<file path="config.mk">
export PLATFORM = sky130hd
export DESIGN_NAME = fu_operand_wb
export DESIGN_NICKNAME = d
export VERILOG_FILES = /design/src/rtl/fu_pkg.sv /design/src/rtl/fu_regfile.sv /design/src/rtl/fu_operand_wb.sv
export SDC_FILE = /design/constraint.sdc
export NUM_CORES = 1
export LEC_CHECK = 0
export BUFFER_PORTS_ARGS = -buffer_cell sky130_fd_sc_hd__buf_4
export CORE_MARGIN = 1
export CORE_UTILIZATION = 54
export DETAILED_ROUTE_END_ITERATION = 12
export PLACE_DENSITY = 0.77
export SLEW_MARGIN = 20
export SYNTH_ARGS = -nofsm -noshare
export SYNTH_HDL_FRONTEND = slang
export SYNTH_HIERARCHICAL = 1
export SYNTH_SLANG_ARGS = --single-unit
</file>
<file path="constraint.sdc">
create_clock -name clk -period 4.09 [get_ports clk]
set_input_delay 0.6135 -clock clk [delete_from_list [all_inputs] [get_ports clk]]
set_output_delay 0.6135 -clock clk [all_outputs]
set_load 0.01 [all_outputs]
</file>
<file path="src/rtl/fu_pkg.sv">
// Shared widths, status bit positions and Gselect codes for the function-unit operand/writeback stage.
package fu_pkg;

  localparam int unsigned FU_DATA_W = 32;
  localparam int unsigned FU_REG_N  = 8;
  localparam int unsigned FU_REG_AW = $clog2(FU_REG_N);

  localparam int unsigned STAT_Z = 0;
  localparam int unsigned STAT_N = 1;
  localparam int unsigned STAT_C = 2;
  localparam int unsigned STAT_V = 3;

  localparam logic [3:0] GSEL_TRANSFER_A = 4'b0000;
  localparam logic [3:0] GSEL_INC_A      = 4'b0001;
  localparam logic [3:0] GSEL_ADD        = 4'b0010;
  localparam logic [3:0] GSEL_ADD_INC    = 4'b0011;
  localparam logic [3:0] GSEL_SUB_DEC    = 4'b0100;
  localparam logic [3:0] GSEL_SUB        = 4'b0101;
  localparam logic [3:0] GSEL_DEC_A      = 4'b0110;
  localparam logic [3:0] GSEL_AND        = 4'b1000;
  localparam logic [3:0] GSEL_OR         = 4'b1010;
  localparam logic [3:0] GSEL_XOR        = 4'b1100;
  localparam logic [3:0] GSEL_NOT_A      = 4'b1110;

  // Packs ALU flags into the {V,C,N,Z} status layout.
  function automatic logic [3:0] pack_status(input logic v, input logic c,
                                             input logic n, input logic z);
    logic [3:0] s;
    s         = 4'b0000;
    s[STAT_V] = v;
    s[STAT_C] = c;
    s[STAT_N] = n;
    s[STAT_Z] = z;
    return s;
  endfunction

endpackage

</file>
<file path="src/rtl/fu_regfile.sv">
// General register file: two combinational operand reads, one debug read,
// one synchronous write port, cleared synchronously while rst_n is low.
module fu_regfile
  import fu_pkg::*;
#(
  parameter int unsigned DATA_W = FU_DATA_W,
  parameter int unsigned REG_N  = FU_REG_N,
  localparam int unsigned REG_AW = $clog2(REG_N)
) (
  input  logic              clk,
  input  logic              rst_n,
  input  logic [REG_AW-1:0] ra_addr_i,
  input  logic [REG_AW-1:0] rb_addr_i,
  input  logic [REG_AW-1:0] dbg_addr_i,
  output logic [DATA_W-1:0] ra_data_o,
  output logic [DATA_W-1:0] rb_data_o,
  output logic [DATA_W-1:0] dbg_data_o,
  input  logic              we_i,
  input  logic [REG_AW-1:0] wa_i,
  input  logic [DATA_W-1:0] wd_i
);

  logic [DATA_W-1:0] mem_q [REG_N];

  always_ff @(posedge clk) begin
    if (!rst_n) begin
      for (int unsigned i = 0; i < REG_N; i++) begin
        mem_q[REG_AW'(i)] <= '0;
      end
    end else if (we_i) begin
      mem_q[wa_i] <= wd_i;
    end
  end

  // Reads return the pre-edge contents; same-edge writes are not bypassed here.
  assign ra_data_o  = mem_q[ra_addr_i];
  assign rb_data_o  = mem_q[rb_addr_i];
  assign dbg_data_o = mem_q[dbg_addr_i];

endmodule

</file>
<file path="src/rtl/fu_operand_wb.sv">
// Operand-fetch / writeback stage around the combinational ALU.
// Build option FU_FWD_EN: forward alu_g into operands on a RAW hazard instead of stalling one cycle.
module fu_operand_wb
  import fu_pkg::*;
#(
  parameter int unsigned DATA_W = FU_DATA_W,
  parameter int unsigned REG_N  = FU_REG_N,
  localparam int unsigned REG_AW = $clog2(REG_N)
) (
  input  logic              clk,
  input  logic              rst_n,
  input  logic              cmd_valid,
  output logic              cmd_ready,
  input  logic [REG_AW-1:0] cmd_da,
  input  logic [REG_AW-1:0] cmd_aa,
  input  logic [REG_AW-1:0] cmd_ba,
  input  logic              cmd_mb,
  input  logic [DATA_W-1:0] cmd_const,
  input  logic [3:0]        cmd_gsel,
  input  logic              cmd_rw,
  output logic [DATA_W-1:0] alu_a,
  output logic [DATA_W-1:0] alu_b,
  output logic [3:0]        alu_gsel,
  input  logic [DATA_W-1:0] alu_g,
  input  logic              alu_z,
  input  logic              alu_n,
  input  logic              alu_c,
  input  logic              alu_v,
  output logic [3:0]        status,
  output logic              wb_valid,
  output logic [REG_AW-1:0] wb_da,
  output logic [DATA_W-1:0] wb_data,
  input  logic [REG_AW-1:0] dbg_addr,
  output logic [DATA_W-1:0] dbg_data
);

  logic              ex_valid_q, ex_valid_d;
  logic              ex_rw_q,    ex_rw_d;
  logic [REG_AW-1:0] ex_da_q,    ex_da_d;
  logic [DATA_W-1:0] ex_a_q,     ex_a_d;
  logic [DATA_W-1:0] ex_b_q,     ex_b_d;
  logic [3:0]        ex_gsel_q,  ex_gsel_d;
  logic [3:0]        status_q,   status_d;
  logic              wb_valid_q, wb_valid_d;
  logic [REG_AW-1:0] wb_da_q,    wb_da_d;
  logic [DATA_W-1:0] wb_data_q,  wb_data_d;

  logic [DATA_W-1:0] rf_a, rf_b;
  logic [DATA_W-1:0] op_a, op_b;
  logic              haz_a, haz_b;
  logic              accept;

  fu_regfile #(
    .DATA_W (DATA_W),
    .REG_N  (REG_N)
  ) u_regfile (
    .clk        (clk),
    .rst_n      (rst_n),
    .ra_addr_i  (cmd_aa),
    .rb_addr_i  (cmd_ba),
    .dbg_addr_i (dbg_addr),
    .ra_data_o  (rf_a),
    .rb_data_o  (rf_b),
    .dbg_data_o (dbg_data),
    .we_i       (ex_valid_q && ex_rw_q),
    .wa_i       (ex_da_q),
    .wd_i       (alu_g)
  );

  // RAW detection against the op currently in execute; resolve by forwarding or by a one-cycle stall.
  always_comb begin
    haz_a = ex_valid_q && ex_rw_q && (ex_da_q == cmd_aa);
    haz_b = ex_valid_q && ex_rw_q && !cmd_mb && (ex_da_q == cmd_ba);
`ifdef FU_FWD_EN
    op_a      = haz_a ? alu_g : rf_a;
    op_b      = cmd_mb ? cmd_const : (haz_b ? alu_g : rf_b);
    cmd_ready = rst_n;
`else
    op_a      = rf_a;
    op_b      = cmd_mb ? cmd_const : rf_b;
    cmd_ready = rst_n && !(haz_a || haz_b);
`endif
    accept = cmd_valid && cmd_ready;
  end

  always_comb begin
    ex_valid_d = accept;
    ex_rw_d    = ex_rw_q;
    ex_da_d    = ex_da_q;
    ex_a_d     = ex_a_q;
    ex_b_d     = ex_b_q;
    ex_gsel_d  = ex_gsel_q;
    status_d   = status_q;
    wb_valid_d = 1'b0;
    wb_da_d    = wb_da_q;
    wb_data_d  = wb_data_q;
    if (accept) begin
      ex_rw_d   = cmd_rw;
      ex_da_d   = cmd_da;
      ex_a_d    = op_a;
      ex_b_d    = op_b;
      ex_gsel_d = cmd_gsel;
    end
    // Writeback: flags on every valid op, register data only when rw is set.
    if (ex_valid_q) begin
      status_d   = pack_status(alu_v, alu_c, alu_n, alu_z);
      wb_valid_d = ex_rw_q;
      wb_da_d    = ex_da_q;
      wb_data_d  = alu_g;
    end
  end

  always_ff @(posedge clk) begin
    if (!rst_n) begin
      ex_valid_q <= 1'b0;
      ex_rw_q    <= 1'b0;
      ex_da_q    <= '0;
      ex_a_q     <= '0;
      ex_b_q     <= '0;
      ex_gsel_q  <= 4'b0000;
      status_q   <= 4'b0000;
      wb_valid_q <= 1'b0;
      wb_da_q    <= '0;
      wb_data_q  <= '0;
    end else begin
      ex_valid_q <= ex_valid_d;
      ex_rw_q    <= ex_rw_d;
      ex_da_q    <= ex_da_d;
      ex_a_q     <= ex_a_d;
      ex_b_q     <= ex_b_d;
      ex_gsel_q  <= ex_gsel_d;
      status_q   <= status_d;
      wb_valid_q <= wb_valid_d;
      wb_da_q    <= wb_da_d;
      wb_data_q  <= wb_data_d;
    end
  end

  assign alu_a    = ex_a_q;
  assign alu_b    = ex_b_q;
  assign alu_gsel = ex_gsel_q;
  assign status   = status_q;
  assign wb_valid = wb_valid_q;
  assign wb_da    = wb_da_q;
  assign wb_data  = wb_data_q;

endmodule

</file>
Word-level counts from Yosys, hierarchy flattened
Memory sizes are Yosys's and may differ from the RTL's. A register that Yosys moved wholly into a read port is not among the register bits.
Cells that the tools add are included.
{"block": "totals", "memories": 1, "output_inout_bits": 141, "input_bits": 89, "mem_bits_rw": 256, "reg_bits": 81}
{"name": "u_regfile.mem_q", "depth": 8, "word_bits": 32, "read_ports": 3, "rd_clocked_by_memory_dff": 1, "wr": 8, "line_no": "fu_regfile.sv:23", "rtl": "logic [DATA_W-1:0] mem_q [REG_N];"}
{"block": "classes", "n_eq_ne": 2, "mux": 8, "n_reduce_logical": 12}
{"cell": "32-bit two-way mux", "count": 2}
{"cell": "32-bit OR reduction", "count": 1}
{"cell": "3-bit equality test", "count": 2}
{"cell": "1-bit logical AND", "count": 6}
{"cell": "1-bit two-way mux", "count": 5}
{"cell": "1-bit logical NOT", "count": 3}
{"cell": "3-bit two-way mux", "count": 1}
{"cell": "2-bit AND reduction", "count": 1}
{"cell": "1-bit logical OR", "count": 1}

Depth between registers and ports, before layout
Gate-level depths: netlist (run 1).
{"block": "depth", "ltp_word": 7, "depth_mapped": 7, "mapped_depth_nobuf": 4}

Hierarchy
The synthesis (run 1) kept the hierarchy.
{"module": "fu_regfile", "cells_per_inst": 957, "instances": 1, "area_per_inst_um2": 15646.3}
{"module": "fu_operand_wb", "cells_per_inst": 451, "instances": 1, "area_per_inst_um2": 4550.6}

Least setup slack after synthesis (run 1)
Ideal clock, no wire load.
{"block": "synth_path", "kind": "input to register", "startpoint": "input port rst_n", "endpoint": "memory u_regfile/mem_q[1][0] (netlist bit), enable pin", "setup_ns": 0.466, "n_path_buf": 2, "required_ns": 3.624, "setup_slack_ns": 0.171, "cell_stages": 4, "arrival_time_ns": 3.453, "cell_sequence": "buf_2 -> nand3_1 -> clkbuf_1 -> o21ai_0"}
{"element": "start, declared", "line_no": "fu_operand_wb.sv:11", "rtl": "input logic rst_n,"}
{"element": "end, declared", "line_no": "fu_regfile.sv:23"}

Worst setup path in the final report (run 1)
{"block": "layout_path", "startpoint": "input port dbg_addr[0]", "endpoint": "output port dbg_data[15]"}
{"block": "layout_via", "elab_chain_cells": 1}
{"element": "start, declared", "line_no": "fu_operand_wb.sv:33", "rtl": "input logic [REG_AW-1:0] dbg_addr,"}
{"element": "memory 8 x 32 bit"}
{"element": "end, declared", "line_no": "fu_operand_wb.sv:34", "rtl": "output logic [DATA_W-1:0] dbg_data"}
No other way between the ends.

==> metrics.md, run 1 <==
| Metric | Value |
|---|---|
| Worst hold endpoint | status[3]$_SDFFE_PN0P_ |
| Hold_buf cts | 0 |
| Main synth FF type | edfxtp_1 |
| Compound-cell area share of the yosys netlist | 0.002788 |
| Slowest-stage cell, CP | mux4_1 |
| Port buffer count | 229 |
| Core area | 36700 sq um |
| Synth area leaders | edfxtp_1, mux4_1, dfxtp_1, mux2i_1, mux4_2 |
| R2r setup slk | 1.41 ns |
| Arrival time worst endpoint | 2.52 ns |
| Lkg Pwr | approximately 9.4 nW |
| Critical Path RT | 3.48 ns |
| Vias after detailed routing | between 10000 and 15000 |
| Startpoint types | primary input |
| Via density | 6.615 |
| Setup Buffers After CTS | 0 |
| Total gr overflow | 0 |
| Internal power | just under 7 mW |
| Die X | roughly 200 microns |
| Finished Layout Cells | 2075 |
| Reg area | 9953 sq um |
| Mapped cell area | around 20000 sq um |
| Post-Syn Area per Cell | 14.34 sq um |
| Finish-stage setup viols | 0 |
| Hold Path Stages | 3 |
| Number of buffers created by CTS | between 40 and 50 |
| CP cell instances | buf_4, buf_4, mux4_1, mux2_2, buf_4 |
| All-Layer GR Usage | 0.2947 |
| Worst Reg-to-Reg Cells | 5 |
| Clock Power Share | 0.392 |
| Setup TNS Final | 0 ns |
| Mux cell area share after synthesis | 0.3628 |
| Yosys warnings | 6 |
| Worst min path class | in2reg |
| Post-placement setup slack | about 0.97 ns |
| Drt pass-1 iters | 5 |
| Worst reg2reg endpoint | u_regfile/mem_q[6][18]$_SDFFCE_PN0P_ |
| I/O pins | 230 |
| Peak VDD IR | between 0.0003 and 0.0004 V |
| Least-Margin Pin Slew | 1.005 ns |
| Final-report max-slew violation count | 0 |
| Gate power share | 0.144 |
| Fraction of layout cells with a size suffix above 1 | 0.3105 |
| PD cells | 392.4 nW/um^2 |
| Crit-path most repeated cell | buf_4 |
| Largest family of logic cells by synthesized area | multiplexers |
| DIE AREA | 38180 sq um |
| Root buf cell | clkbuf_16 |
| Multi-input logic area | between 9000 and 10000 sq um |
| Vias in the first global route | 14207 |
| Number of failing hold endpoints at the final stage | 0 |
| Largest net degree at the start of global routing | 65 |
| Worst Setup Path Type | in2out |
| WL/cell | 26.91 microns |
| Fmax | 0.3193 GHz |
| Total Nets Final | roughly 1700 |
| Net Switching | ~2.3 mW |
| Critical path endpoint category | primary output |
| CP max stage delay | 0.60 ns |
| Final GP Congestion | 0.8224 |
| Final design area excluding fillers | 23530 sq um |
| R2r startpoint | ex_rw_q$_SDFFE_PN0P_ |
| Placed Instances | between 1500 and 2000 |
| RSZ-0062 raised after global routing | false |
| Seq pwr share | 0.463 |
| DRT Wirelength | 55830 microns |
| CTS H-tree lvls | 2 |
| Routed Antenna Nets | 0 |
| Initial core utilization | 0.5504 |
| Critical Path Fanout Max | 28 |
| Final WS setup | ~0.96 ns |
| Area share of the largest cell type after synthesis | 0.3806 |
| Seq/Total Area, Yosys | 0.4926 |
| First-pass GRT wire length | 84190 microns |
| Hold_sp | alu_v |
| Dominant cell type by area after synthesis | edfxtp_1 |
| Xor and xnor area share after synthesis | 0.002602 |
| Switch share | 0.2533 |
| N_diodes | 0 |
| Yosys reg bits | 369 |
| Final min period | 3.131 ns |
| Drt drc | 0 |
| Post-DP HPWL | ~33000 microns |
| Maxcap violations | 0 |
| Slew headroom | 0.3302 |
| CTS max path bufs | 3 |
| Row cnt | 70 |
| Syn nets | 1497 |
| Post-synthesis cell count | 1408 |
| Clock latency on the worst-skew pair | around 0.56 ns |
| Top cells by count, synth | edfxtp_1, nor3_1, mux2i_1, mux4_1, dfxtp_1 |
| CTS tree | done |
| Status | finished clean |
| FFs w/ async S/R, synth | 0 |
| Simple-gate share of the synthesized area | 0.08772 |
| Reg clk slew, reported paths | around 0.060 ns |
| CTS resizes | 0 |
| # clock sinks | 369 |
| Initial antenna violation count | 0 |
| Worst Skew | 0.01096 ns |
| Fillcell total | 2675 |
| Finished Core Util | 0.6411 |
| Synth cell types | 28 |
| Dpl cell area | 22220 sq um |
| Area delta synth->final | 16.49% |
| Adder-cell share of the synthesized area | 0 |
| Die height | 195.4 microns |
| Detailed Route Iter0 Violations | between 1000 and 1500 |
| Fin crit share | 0.7656 |
| Post-synth EDFFs | about 260 |
==> cells by family after synthesis <==
kind of cell,after synthesis
simple gates,379
xor+xnor,6
mux,431
flops,369
compound gates,9
buf+inv,214
==> registers in the layout, indices dropped and copies added, names as in the netlist <==
name / count
alu_a: 32
alu_b: 32
alu_gsel: 4
ex_da_q: 3
ex_rw_q: 1
ex_valid_q: 1
status: 4
u_regfile/mem_q: 256
wb_da: 3
wb_data: 32
wb_valid: 1
==> power groups by stage <==
| stage | clock network [mW] | registers (mW) | logic [mW] |
|---|---|---|---|
| after floorplan | 0 | 4.35 | 0.792 |
| after global placement | 0 | 4.34 | 1.30 |
| after detailed placement | 0 | 4.35 | 1.33 |
| after CTS | 3.68 | 4.28 | 1.33 |
| after global routing | 3.82 | 4.30 | 1.40 |
| final | 3.62 | 4.28 | 1.33 |
==> critical path, delay by kind of cell <==
family	cells	cell delay (ns)
buffers and inverters	3	0.97
multiplexers	2	0.89
==> metal layers <==
layer,part of all wire,vias up,global-route usage
met5,0,-,0
met4,0.033,0,0.1219
met3,0.094,133,0.05976
met2,0.48,781,0.4792
met1,0.39,6910,0.3891
li1,-,5903,-
==> through the flow <==
stage,power [mW],hold WS (ns)
global route,9.518,0.2904
floorplan,5.146,0.4509
CTS,9.289,0.2655
detailed placement,5.678,0.4516
global placement,5.640,0.4448
finish,9.232,0.2911
==> cell type report <==
type / instances / share of cell area
flip-flops and latches: 369 / 0.4230
multi-input cells: 825 / 0.3974
clock buffers: 56 / 0.04866
inverters: 74 / 0.01181
repair buffers: 263 / 0.08711
clock inverters: 20 / 0.007126
well taps: 468 / 0.02489
==> how the worst max path moves through the flow <==
| stage | cells past startpoint | to | startpoint |
|---|---|---|---|
| floorplan | 4 | u_regfile/mem_q[1][0]$_SDFFCE_PN0P_ | rst_n |
| global placement | 5 | dbg_data[15] | dbg_addr[0] |
| detailed placement | 5 | dbg_data[15] | dbg_addr[0] |
| CTS | 5 | dbg_data[15] | dbg_addr[0] |
| global route | 5 | dbg_data[11] | dbg_addr[0] |
| finish | 5 | dbg_data[15] | dbg_addr[0] |
==> cells in the final DEF, fill, tap and decap left out <==
| master | count |
|---|---|
| buf_4 | 257 |
| nor3_1 | 256 |
| edfxtp_1 | 256 |
| mux2i_1 | 143 |
| mux4_1 | 129 |
| dfxtp_1 | 112 |
| mux2_2 | 94 |
| nand2_1 | 72 |
| mux4_2 | 63 |
| clkbuf_16 | 43 |
| inv_1 | 41 |
| nor2_1 | 39 |
| clkinv_1 | 37 |
| clkbuf_1 | 11 |
| o21ai_4 | 8 |
| xnor2_1 | 6 |
| buf_12 | 6 |
| clkinvlp_4 | 5 |
| clkinv_2 | 5 |
| and2_1 | 2 |
| nand3_4 | 2 |
| inv_6 | 2 |
| bufinv_16 | 2 |
| clkbuf_8 | 2 |
| mux2_4 | 2 |
| nand2b_4 | 2 |
| and3b_1 | 1 |
| nand4_1 | 1 |
| inv_2 | 1 |
| a41oi_2 | 1 |
| and3_1 | 1 |
| clkinv_4 | 1 |
| dfxtp_4 | 1 |
| nand3b_1 | 1 |
| or2_4 | 1 |
| nand2_4 | 1 |
Power figures use the tool's default switching activity.
==> inputs of run 2 (changes only) <==
==> constraint.sdc (replaced) <==
create_clock -name clk -period 2.6 [get_ports clk]
set_input_delay 0.39 -clock clk [delete_from_list [all_inputs] [get_ports clk]]
set_output_delay 0.39 -clock clk [all_outputs]
set_load 0.01 [all_outputs]
==> metrics.md, run 2 (synthesis gave the netlist of run 1 again) <==
| Metric | Value |
|---|---|
| Status | finished clean |
| Maxcap violations | 0 (unchanged) |
| M2 GR Usage | 0.4726 (-0.006614) |
| Number of failing hold endpoints at the final stage | 0 (unchanged) |
| DRT Wirelength | 55120 microns (-1.3%) |
| Finished Layout Cells | 2091 (+0.77%) |
| First-pass GRT wire length | 83320 microns (-1.0%) |
| Dpl cell area | 22420 sq um (+0.93%) |
| Worst Skew | 0.02227 ns (+0.01132 ns) |
| Hold_buf cts | 0 (unchanged) |
| Final-report max-slew violation count | 0 (unchanged) |
| Slowest-stage cell, CP | dfxtp_1 |
| Number of buffers created by CTS | 41 (-2.4%) |
| Grt peak-use layer | met2 |
| Via density | 6.631 (+0.23%) |
| CP cell instances | xnor2_1, a41oi_2, and2_1, buf_4 |
| # clock sinks | 369 (unchanged) |
| Slew headroom | 0.3654 (+0.03523) |
| Net Switching | 3.696 mW (+58%) |
| CTS H-tree lvls | 2 (unchanged) |
| Fmax | 0.4061 GHz |
| Critical path endpoint category | primary output |
| Core area | 36700 sq um (unchanged) |
| Arrival time worst endpoint | 2.07 ns (-0.45 ns) |
| Largest net degree at the start of global routing | 101 (+55%) |
| WL/cell | 26.36 microns (-2.0%) |
| PD cells | 619.2 nW/um^2 (+58%) |
| All-Layer GR Usage | 0.2921 (-0.002635) |
| Clock latency on the worst-skew pair | 0.57 ns (about the same) |
| Die X | 195.4 microns (unchanged) |
| Setup TNS Final | 0 ns (unchanged) |
| CTS max path bufs | 3 (unchanged) |
| Routed Antenna Nets | 0 (unchanged) |
| Worst Setup Path Type | reg2out |
| Clock Power Share | 0.399 (+0.007) |
| Internal power | 11.04 mW (+60%) |
| Vias after detailed routing | 13865 (+1.0%) |
| Vias in the first global route | 13971 (-1.7%) |
| Most frequent cells in the layout | buf_4, nor3_1, edfxtp_1 |
| Most flop-heavy register | u_regfile/mem_q |
| Detailed Route Iter0 Violations | 1198 (-3.3%) |
| Root buf cell | clkbuf_16 |
| DIE AREA | 38180 sq um (unchanged) |
| Buffers & Inverters on Critical Path | 1 (-2) |
| I/O pins | 230 (unchanged) |
| Final GP Congestion | 0.8374 (+1.8%) |
| Final min period | 2.462 ns |
| Gate power share | 0.145 (about the same) |
| CTS tree | done |
| Crit path max-delay family | flip-flops |
| Least-Margin Pin Slew | 0.9519 ns (-0.05284 ns) |
| Placed Instances | 2015 (+0.80%) |
| Drt pass-1 iters | 5 (unchanged) |
| Critical Path RT | 2.21 ns (-1.27 ns) |
| Initial core utilization | 0.5504 (unchanged) |
| N_diodes | 0 (unchanged) |
| Commonest non-fill, non-tap cell in the layout | buf_4 |
| Setup Buffers After CTS | 0 (unchanged) |
| Critical Path Fanout Max | 8 (-71%) |
| RSZ-0062 raised after global routing | false |
| Row cnt | 70 (unchanged) |
| Die height | 195.4 microns (unchanged) |
| Fraction of layout cells with a size suffix above 1 | 0.3222 (+0.01173) |
| Met1 track demand over resource | 0.3906 (+0.001538) |
| Total gr overflow | 0 (unchanged) |
| Total Nets Final | 1679 (+0.90%) |
| Initial antenna violation count | 0 (unchanged) |
| Final design area excluding fillers | 23800 sq um (+1.1%) |
| Max FFs per register | 256 (unchanged) |
| CP max stage delay | 0.68 ns (+0.08 ns) |
| Worst min path class | in2reg |
| R2r setup slk | 0.42 ns (-0.99 ns) |
| CTS resizes | 0 (unchanged) |
| Peak VDD IR | 0.0004494 V (+34%) |
| Switch share | 0.2509 (-0.002403) |
| Drt drc | 0 (unchanged) |
| Fin crit share | 0.9470 |
| Met3 usage | 0.06166 (+0.001900) |
| Finish-stage setup viols | 0 (unchanged) |
| Startpoint types | register |
| Seq pwr share | 0.456 (-0.007) |
| Lkg Pwr | 9.521 nW (+1.7%) |
| Area delta synth->final | 17.82% |
| Port buffer count | 229 (unchanged) |
| Reg clk slew, reported paths | 0.06 ns (about the same) |
| Post-DP HPWL | 33580 microns (+1.0%) |
-- run 2: cell types whose count changed in the layout (fill, tap and decap cells not counted) --
cell | before | now
buf_4 | 257 | 266
clkinvlp_4 | 5 | 3
buf_12 | 6 | 13
clkinv_1 | 37 | 36
clkinv_2 | 5 | 9
clkbuf_1 | 11 | 4
clkinvlp_2 | 0 | 1
clkbuf_8 | 2 | 5
bufinv_16 | 2 | 3
clkinv_4 | 1 | 2
-- run 2: worst paths after layout --
kind                                         endpoint  cells after the start                    start
hold reg to reg                alu_a[17]$_SDFFE_PN0P_                      2   alu_a[17]$_SDFFE_PN0P_
setup reg to reg  u_regfile/mem_q[4][5]$_SDFFCE_PN0P_                      3  ex_da_q[0]$_SDFFE_PN0P_
setup / recovery                            cmd_ready                      4  ex_da_q[2]$_SDFFE_PN0P_
hold / removal               wb_data[17]$_SDFFE_PN0P_                      3                alu_g[17]
-- run 2: final cells by class --
| cell class | count | area (sq um) |
|---|---|---|
| clock buffers | 52 | 1160 |
| flip-flops and latches | 369 | 9953 |
| multi-input cells | 825 | 9349 |
| fillers | 2630 | 12900 |
| inverters | 74 | 277.8 |
| repair buffers | 279 | 2257 |
| clock inverters | 24 | 212.7 |
| well taps | 468 | 585.6 |
-- run 2: through the flow --
step / setup WS [ns] / hold WS [ns] / utilization / power, mW
2_1_floorplan: -0.3111 / 0.4509 / - / 8.089
4_1_cts: 0.1367 / 0.05706 / 0.6484 / 14.82
3_5_place_dp: 0.3079 / 0.4511 / 0.6110 / 8.961
5_1_grt: 0.06853 / 0.07606 / 0.6484 / 15.19
3_3_place_gp: 0.3301 / 0.4450 / 0.6110 / 8.908
6_report: 0.1377 / 0.07248 / 0.6484 / 14.73
-- run 2: layer usage --
| layer | part of all wire | wire [microns] |
|---|---|---|
| met3 | 0.099 | 5443 |
| met1 | 0.39 | 21580 |
| met4 | 0.031 | 1732 |
| met2 | 0.48 | 26360 |
| met5 | 0 | 0 |
-- run 2: worst reg2reg max path, stage by stage, from the launching register on --
cell and delay (ns):
dfxtp_1 0.56, nand3b_1 0.50, buf_4 0.68, nor3_1 0.16
-- run 2: power groups by stage --
stage                     clock [mW]  sequential (mW)  combinational, mW
final                           5.87             6.72               2.14
after global routing            6.18             6.75               2.25
after CTS                       5.96             6.72               2.13
after detailed placement           0             6.84               2.12
after global placement             0             6.82               2.09
after floorplan                    0             6.84               1.25
